## src/rtl/imem_loader.sv

```systemverilog
// imem_loader: byte-serial program loader for the instruction memory.
// Accepts a 16-bit big-endian word count N followed by N big-endian 32-bit
// instruction words. Bytes arrive over a valid/ready handshake. Each
// assembled word is written through the instruction-memory write port. The
// core is held in reset while a session runs.
//
// Ports:
//   CLK, RST    clock; synchronous active-high reset
//   start       one-cycle request to begin a session (IDLE/DONE/ERR only)
//   rx_valid    byte on rx_data is valid
//   rx_data     stream byte
//   rx_ready    loader accepts a byte this cycle
//   WE          instruction-memory write enable, one cycle per word
//   W_Addr      byte address of the word being written
//   W_Ins       instruction word being written
//   hold        core reset request while a session is active
//   done        last session completed successfully (level)
//   err         last session rejected for an oversize length (level)
//   word_cnt    words written in the current or last session
module imem_loader #(
  parameter int IMEM_SIZE = 64
) (
  input  logic        CLK,
  input  logic        RST,
  input  logic        start,
  input  logic        rx_valid,
  input  logic [7:0]  rx_data,
  output logic        rx_ready,
  output logic        WE,
  output logic [31:0] W_Addr,
  output logic [31:0] W_Ins,
  output logic        hold,
  output logic        done,
  output logic        err,
  output logic [15:0] word_cnt
);

  localparam logic [2:0] IDLE   = 3'd0;
  localparam logic [2:0] LEN_HI = 3'd1;
  localparam logic [2:0] LEN_LO = 3'd2;
  localparam logic [2:0] DATA   = 3'd3;
  localparam logic [2:0] WRITE  = 3'd4;
  localparam logic [2:0] DONE   = 3'd5;
  localparam logic [2:0] ERR    = 3'd6;

  // One extra bit keeps the length check unsigned and free of truncation.
  localparam logic [16:0] LIMIT = 17'(IMEM_SIZE);

  logic [2:0]  state;
  logic [15:0] n_len;
  logic [1:0]  idx;
  logic [31:0] asm_word;

  logic        accept;
  logic [15:0] n_full;
  logic [15:0] cnt_next;
  logic [31:0] asm_next;

  always_comb begin
    rx_ready = (state == LEN_HI) || (state == LEN_LO) || (state == DATA);
    WE       = (state == WRITE);
    hold     = rx_ready || WE;
    done     = (state == DONE);
    err      = (state == ERR);
    accept   = rx_valid && rx_ready;
    n_full   = {n_len[15:8], rx_data};
    cnt_next = word_cnt + 16'd1;
    asm_next = {asm_word[23:0], rx_data};
  end

  always_ff @(posedge CLK) begin
    if (RST) begin
      state    <= IDLE;
      n_len    <= '0;
      idx      <= '0;
      asm_word <= '0;
      W_Addr   <= '0;
      W_Ins    <= '0;
      word_cnt <= '0;
    end else begin
      case (state)
        IDLE, DONE, ERR: begin
          if (start) begin
            state    <= LEN_HI;
            n_len    <= '0;
            idx      <= '0;
            asm_word <= '0;
            W_Addr   <= '0;
            word_cnt <= '0;
          end
        end
        LEN_HI: begin
          if (accept) begin
            n_len[15:8] <= rx_data;
            state       <= LEN_LO;
          end
        end
        LEN_LO: begin
          if (accept) begin
            n_len[7:0] <= rx_data;
            if (n_full == 16'd0)
              state <= DONE;
            else if ({1'b0, n_full} > LIMIT)
              state <= ERR;
            else
              state <= DATA;
          end
        end
        DATA: begin
          if (accept) begin
            asm_word <= asm_next;
            if (idx == 2'd3) begin
              W_Ins <= asm_next;
              idx   <= '0;
              state <= WRITE;
            end else begin
              idx <= idx + 2'd1;
            end
          end
        end
        WRITE: begin
          W_Addr   <= W_Addr + 32'd4;
          word_cnt <= cnt_next;
          // Completion is judged on the incremented count.
          state    <= (cnt_next == n_len) ? DONE : DATA;
        end
        default: state <= IDLE;
      endcase
    end
  end

endmodule

```

## config.mk

```make
export PLATFORM = sky130hd
export DESIGN_NAME = imem_loader
export DESIGN_NICKNAME = d
export VERILOG_FILES = /design/src/rtl/imem_loader.sv
export SDC_FILE = /design/constraint.sdc
export NUM_CORES = 1
export LEC_CHECK = 0
export BUFFER_PORTS_ARGS = -buffer_cell sky130_fd_sc_hd__clkbuf_2
export CAP_MARGIN = 20
export CORE_MARGIN = 1.5
export CORE_UTILIZATION = 58
export CTS_BUF_LIST = sky130_fd_sc_hd__clkbuf_8
export DETAILED_ROUTE_END_ITERATION = 10
export HOLD_SLACK_MARGIN = 0.12
export PLACE_DENSITY = 0.84
export SYNTH_ARGS = -nofsm -noshare
export SYNTH_HDL_FRONTEND = slang
export SYNTH_SLANG_ARGS = --single-unit
```

## constraint.sdc

```tcl
create_clock -name CLK -period 2.99 [get_ports CLK]
set_clock_uncertainty 0.15 [all_clocks]
set_input_delay 0.598 -clock CLK [delete_from_list [all_inputs] [get_ports CLK]]
set_output_delay 0.598 -clock CLK [all_outputs]
set_load 0.01 [all_outputs]
```

# [Word-level counts from Yosys, hierarchy flattened]
# Cells that the tools add are included.
[totals] register_bits=125 output_inout_bits=85 wordCells=64
[classes] add_sub_neg=3 n_lt_le_gt_ge=1 n_eq_ne=13 muxes=22 reduce_logical=17
[op_table] cell="case mux 32 bit (2 select lines)" count=1
[op_table] cell="case mux 24 bit (2 select lines)" count=1
[op_table] cell="adder 32 x 3 -> 32 bit (second input constant)" count=1
[op_table] cell="two-way mux 32 bit" count=1
[op_table] cell="case mux 16 bit (2 select lines)" count=1
[op_table] cell="case mux 8 bit (2 select lines)" count=2
[op_table] cell="two-way mux 24 bit" count=1
[op_table] cell="two-way mux 3 bit" count=8
[op_table] cell="adder 16 x 1 -> 16 bit (second input constant)" count=1
[op_table] cell="== test 16 bit" count=1
[op_table] cell="greater-than comparator 16 x 7 -> 1 bit (second input constant)" count=1
[op_table] cell="zero test 16 bit" count=1
[op_table] cell="two-way mux 16 bit" count=1
[op_table] cell="case mux 3 bit (5 select lines)" count=1
[op_table] cell="AND reduction 3 bit" count=4
[op_table] cell="== test 3 bit (second input constant)" count=3
[op_table] cell="two-way mux 8 bit" count=1
[op_table] cell="!= test 2 bit (second input constant)" count=4
[op_table] cell="nonzero test 2 bit" count=4
[op_table] cell="== test 3 x 2 -> 1 bit (second input constant)" count=2
[op_table] cell="two-way mux 2 bit" count=3
[op_table] cell="AND reduction 5 bit" count=1
[op_table] cell="case mux 2 bit (2 select lines)" count=1
[op_table] cell="== test 3 x 1 -> 1 bit (second input constant)" count=1
[op_table] cell="8 further kinds" count=10

# [Logic depth before layout (Yosys ltp)]
# Gate-level depths: netlist of the first run.
[depth] ltp_word=6 mapped_depth=9 mapped_depth_nobuf=7

# [Worst setup path after synthesis of the first run]
# Ideal clock, no wire load.
[synth_path] kind="register to register" start="reg word_cnt[0]" end="reg state[1]" setup_time_ns=0.143 t_arrival_ns=2.215 required_time_ns=2.697 slack_ns=0.482 stages_incl_launch_ff=8 path_buffers=0 cell_sequence="dfxtp_1 > ha_1 > nand3_2 > nor2_2 > a311oi_1 > or3_1 > a2111oi_2 > a41oi_1"
[synth_via] elab_chain_len=4
[synth_rtl] item="start, declared" line_no="35" source="output logic [15:0] word_cnt"
[synth_rtl] item="start signal, assigned" line_no="123" source="word_cnt <= cnt_next;"
[synth_rtl] item="adder 16 x 1 -> 16 bit" line_no="67" source="cnt_next = word_cnt + 16'd1;"
[synth_rtl] item="== test 16 bit" line_no="125" source="state <= (cnt_next == n_len) ? DONE : DATA;"
[synth_rtl] item="two-way mux 3 bit" line_no="125"
[synth_rtl] item="case mux 3 bit (5 select lines)" line_no="81" source="case (state)"
[synth_rtl] item="end signal, assigned" line_no="125"
[synth_rtl] item="end, declared" line_no="49" source="logic [2:0] state;"
# No other way between the ends.
# A chain may end at the register's enable or synchronous reset.

# [Final worst setup path of the first run]
[layout_path] start="reg state[2]" end="out WE"
[layout_via] elab_chain_len=1
[layout_rtl] item="== test 3 bit" line_no="61" source="WE = (state == WRITE);"
[layout_rtl] item="end, declared" line_no="29" source="output logic WE,"
# No other way between the ends.

==> run summary, run 1 <==
Drc violations: 0
Pre-antenna DRT Iters: 6
Worst-skew pair later-pin latency: 0.44 ns
Adder-Cell Fraction of Synth Area: 0.6414%
CTS clk-pin slew, worst paths: 0.08 ns
Area grow syn2layout: 15.86%
H-Tree Depth: 4
Hold_ws: 0.3045 ns
Post-synth EDFFs: 0
# IOs: 97
Achievable frequency: 0.3600 GHz
Yosys warns: 0
Layout cells sized above 1: 18.91%
Slew Limit Fails: 0
Bufs on Longest Clock Path: 2
Flops & latches, synth: 123
Clk root buf: clkbuf_8
TNS Setup: 0 ns
Layout fillers: 836
Vias in the first global route: 5166
Slew headroom: 50.45%
Synth Area in Compound Gates: 17.83%
Worst path required time: 2.24 ns
Post-cts resize count: 0
Post-synthesis cell type count: 63
All-Layer GR Usage: 29.03%
Fin crit share: 92.90%
CTS buffer count: 17
Multiplexer area fraction after synthesis: 0.7056%
Post-synth ARST share: 0%
Worst-Margin Slew: 0.7406 ns
Status: completed
Largest net degree at the start of global routing: 66
DIE AREA: 10700 sq um
Final Wtd Congestion: 0.8969
Simple-gate portion of the synthesized area: 30.64%
Setup bufs post-CTS: 0
Reg area: 2462 sq um
TritonCTS clock tree: built
Worst setup margin: 0.2124 ns
Crit path max fanout: 13
IO Port Bufs: 94
DRT iter0 DRCs: 384
Main flop type after synthesis: dfxtp_1
Crit start category: flip-flop
Die height: 103.4 microns
Avg WL per Cell: 15.53 microns
CP Capture Type: output port
Layout Nets: 848
Post-Syn Area per Cell: 7.670 sq um
Tot Pwr: 4186 uW
Xor/xnor share of the synthesized area: 3.293%
Max Cap Viol: 0
Ant diodes: 0
Combinational family with the most area after synthesis: simple AND/OR/NAND/NOR gates
Clock sink count: 123
Vias per inst: 5.928
Die width: 103.4 microns
RSZ-0062 raised after global routing: false
Peak supply drop: 0.0003998 V
Minimum clock period: 2.778 ns
Multi-input logic area: 3119 sq um
Core area: 9774 sq um
Final ANT Viol Nets: 0
Pre-CTS setup slack: 0.3378 ns
FP Rows: 36
Sequential element share of the synthesized area: 42.08%
Vias: 5804
Initial antenna violation count: 0
First-pass GRT wire length: 24500 microns
Starting Density: 59.87%
Syn Inst Count: 763
Final core utilization: 69.37%
Final hold vios: 0
Post-Syn Area: 5852 sq um
Hold_buf cts: 0
Worst Hold Class: flip-flop to flip-flop
CP Data Arrival Time: 2.03 ns
Detailed Route WL: 15200 microns
PwrDens: 617.3 nW/um^2
LEAKAGE: 0.002464 uW
DP Wirelength: 10350 microns
Total grt overflow: 0
Final setup fails: 0
Kind of critical path: flip-flop to output port
[layout by cell type (no fill, tap or decap), types with 6 or more instances in the layout]
cell	count
nor3_1	16
nand2_1	149
clkbuf_2	93
xor2_1	8
nand4_1	9
nand3_1	75
and3_1	12
xnor2_1	14
o21ai_0	19
or3_1	9
nor4_1	11
clkbuf_8	17
a311oi_1	9
a21oi_1	108
clkinv_4	6
buf_4	15
o211ai_1	8
dfxtp_1	123
nor2_1	48
[routing by layer]
metal,GRT usage [%],routed length (microns),vias up
li1,-,-,2832
met1,37.46,6558,2729
met2,48.67,7421,211
met3,5.040,883,32
met4,10.91,337,0
met5,0,0,-
[logic make-up after synthesis]
| family | after synthesis |
|---|---|
| AND/OR/NAND/NOR | 369 |
| multiplexers | 4 |
| AO/OA/AOI/OAI | 176 |
| XOR/XNOR | 22 |
| buffers and inverters | 65 |
| adder cells (fa/ha/maj) | 3 |
| flip-flops | 123 |
| other | 1 |
[area by class of cell]
type                       count  share of cell area [%]
clock buffer                  17                   3.451
clock inverter                15                   2.454
inverter                       5                  0.2768
multi-input combinational    576                   46.00
sequential                   123                   36.32
tap                          133                   2.454
timing repair buffer         110                   9.042
[cell usage after synthesis (all sizes together), types with 4 or more instances]
cell | count | area [sq um]
nor2b | 4 | 25.02
nor4 | 12 | 90.09
nand3 | 77 | 395.4
nor3 | 17 | 90.09
o21a | 4 | 30.03
o31ai | 4 | 30.03
or3 | 10 | 67.56
inv | 5 | 18.76
buf | 18 | 101.4
a211oi | 4 | 30.03
and3 | 13 | 86.33
nor2 | 49 | 186.4
o21ai | 20 | 100.1
xor2 | 8 | 70.07
nand2 | 149 | 559.3
clkbuf | 42 | 157.7
a311oi | 9 | 78.83
xnor2 | 14 | 122.6
and2 | 5 | 31.28
nand4 | 10 | 77.57
o211ai | 8 | 60.06
a21oi | 109 | 545.5
or4 | 5 | 37.54
dfxtp | 123 | 2462
a31oi | 5 | 31.28
[final timing paths]
| path | startpoint | end | slack, ns | cells past startpoint |
|---|---|---|---|---|
| min | asm_word[21] | asm_word[21] | 0.30 | 2 |
| min reg2reg | asm_word[21] | asm_word[21] | 0.30 | 2 |
| max | state[2] | WE | 0.21 | 3 |
| max reg2reg | word_cnt[1] | state[1] | 0.30 | 8 |
[worst max-delay path, stage by stage (launching register included)]
cell	delay [ns]
dfxtp_1	0.53
or3b_1	0.63
inv_2	0.22
clkbuf_2	0.20
[per-stage QoR]
stage | std cells | instance area (sq um)
after floorplan | 764 | 5856
after global placement | 946 | 6365
after detailed placement | 946 | 6365
after CTS | 978 | 6765
after global routing | 979 | 6780
final | 979 | 6780
[where the power goes]
group,leakage (uW),internal (uW),switching [uW]
registers,0.000991,1680,78.0
clock network,0.000204,756,739
logic,0.00127,294,634
total,0.00246,2730,1450
[registers in the layout, summed over array words and instances, names as in the netlist]
| signal | cells |
|---|---|
| W_Addr | 30 |
| idx | 2 |
| word_cnt | 16 |
| n_len | 16 |
| W_Ins | 32 |
| state | 3 |
| asm_word | 24 |
(Power assumes the default switching activity.)
==> inputs of run 2 (changes only) <==
- CORE_UTILIZATION: 58 -> 63
- PLACE_DENSITY: 0.84 -> 0.9
- clock period: 2.99 -> 3.4 ns (I/O delays scaled with it)
==> run summary, run 2 (synthesis results as in run 1) <==
Final hold vios: 0 (unchanged)
Regs by FF count: W_Ins (32), W_Addr (30), asm_word (24)
Largest Register: W_Ins
DIE AREA: 9875 sq um (-7.7%)
LEAKAGE: 0.002448 uW (-0.65%)
Pre-antenna DRT Iters: 6 (unchanged)
Total grt overflow: 0 (unchanged)
Post-cts resize count: 0 (unchanged)
Hold_buf cts: 0 (unchanged)
Post-route cell area: 6744 sq um (-0.54%)
Worst-Margin Slew: 1.008 ns (+0.2679 ns)
H-Tree Depth: 4 (unchanged)
DRT iter0 DRCs: 440 (+15%)
Vias: 5926 (+2.1%)
Crit start category: flip-flop
Drc violations: 0 (unchanged)
FF-to-FF Start: word_cnt[0]
First-pass GRT wire length: 25310 microns (+3.3%)
Bufs on Longest Clock Path: 2 (unchanged)
CP Data Arrival Time: 3.09 ns (+1.06 ns)
Final setup fails: 0 (unchanged)
Avg WL per Cell: 16.35 microns (+5.3%)
Setup bufs post-CTS: 0 (unchanged)
Status: completed
Peak supply drop: 0.0003524 V (-12%)
CP Capture Type: flip-flop
IO Port Bufs: 94 (unchanged)
Most frequent cells in the layout: nand2_1, dfxtp_1, a21oi_1
Achievable frequency: 0.3358 GHz
Starting Density: 66.13% (+6.3 points)
DP Wirelength: 10140 microns (-2.0%)
Worst Hold Class: flip-flop to flip-flop
TNS Setup: 0 ns (unchanged)
CTS buffer count: 17 (unchanged)
Clk root buf: clkbuf_8
Non-filler cells, final: 947 (-3.3%)
Final Wtd Congestion: 0.8834 (-1.5%)
RSZ-0062 raised after global routing: false
Worst-skew pair later-pin latency: 0.43 ns (about the same)
Largest net degree at the start of global routing: 99 (+50%)
Die height: 99.38 microns (-3.9%)
Post-DP Area: 6284 sq um (-1.3%)
Reg2Reg Setup Slack: 0.42 ns (+0.12 ns)
P_sw: 1220 uW (-16%)
Final ANT Viol Nets: 0 (unchanged)
Die width: 99.38 microns (-3.9%)
Comb power frac: 21.3% (-0.9 points)
Worst Hold End: asm_word[18]
Cells after DPL: 916 (-3.2%)
FP Rows: 34 (-5.6%)
Int Pwr: 2615 uW (-4.4%)
# IOs: 97 (unchanged)
Clk pwr share: 38.0% (+2.3 points)
Initial antenna violation count: 0 (unchanged)
All-Layer GR Usage: 31.78% (+2.8 points)
Clock sink count: 123 (unchanged)
Max reg flops: 32 (unchanged)
Crit path max fanout: 8 (-5)
Ant diodes: 0 (unchanged)
Most common cell after layout, fill and taps aside: nand2_1
Max Cap Viol: 0 (unchanged)
Vias in the first global route: 5402 (+4.6%)
Minimum clock period: 2.978 ns
Switching share of power: 31.81% (-2.9 points)
Layout cells sized above 1: 18.36% (-0.56 points)
HP Start: asm_word[18]
Slew Limit Fails: 0 (unchanged)
Kind of critical path: flip-flop to flip-flop
Detailed Route WL: 15480 microns (+1.8%)
Worst path required time: 3.51 ns (+1.27 ns)
Reg2Reg Depth: 7 (-1)
Layout Nets: 843 (-0.59%)
Area grow syn2layout: 15.24%
Slew headroom: 32.77% (-18 points)
Hold path cells: 2 (unchanged)
CTS clk-pin slew, worst paths: 0.08 ns (about the same)
Vias per inst: 6.258 (+5.6%)
Fin crit share: 87.59%
TritonCTS clock tree: built
PwrDens: 568.5 nW/um^2 (-7.9%)
Sequential share of power: 40.7% (-1.4 points)
Reg2reg end: state[1]
Core area: 8848 sq um (-9.5%)
## run 2: how the worst max path moves through the flow
| stage | start | to | slack, ns |
|---|---|---|---|
| finish | word_cnt[0] | state[1] | 0.42 |
| global route | word_cnt[0] | state[1] | 0.30 |
| CTS | word_cnt[0] | state[1] | 0.46 |
| detailed placement | word_cnt[0] | state[1] | 0.60 |
| global placement | word_cnt[0] | state[1] | 0.75 |
| floorplan | word_cnt[0] | state[1] | 0.89 |
## run 2: layout make-up
type | count | area [sq um]
inverters | 5 | 18.77
multi-input cells | 576 | 3119
repair buffers | 105 | 563.0
flip-flops and latches | 123 | 2462
clock inverters | 12 | 197.7
clock buffers | 18 | 247.7
fillers | 672 | 2105
well taps | 108 | 135.1
## run 2: metal layers
layer  wire, microns  global-route usage, %  share of wire, %
met1            6259                  39.29                40
met2            7653                  53.95                49
met3            1187                  5.341               7.7
met4             378                  15.38               2.4
met5               0                      0                 0
## run 2: per-stage QoR
step	power [uW]	hold slack, ns	setup slack [ns]	utilization [%]
floorplan	2151	0.2821	0.8920	-
global placement	2341	0.2928	0.7501	71.01
detailed placement	2357	0.2966	0.5956	71.01
CTS	3802	0.3072	0.4642	76.05
global route	3979	0.3298	0.2989	76.22
finish	3834	0.3050	0.4219	76.22
## run 2: power groups by stage
stage | logic [uW] | registers [uW] | clock network (uW)
after floorplan | 605 | 1550 | 0
after global placement | 754 | 1590 | 0
after detailed placement | 768 | 1590 | 0
after CTS | 781 | 1560 | 1460
after global routing | 889 | 1570 | 1520
final | 816 | 1560 | 1460
## run 2: worst max-delay path, stage by stage (launching register included)
cell and delay, ns:
dfxtp_1 0.52, ha_1 0.35, nand3_2 0.18, nor2_2 0.34
a311oi_1 0.17, or3_1 0.42, a2111oi_2 0.47, a41oi_1 0.21
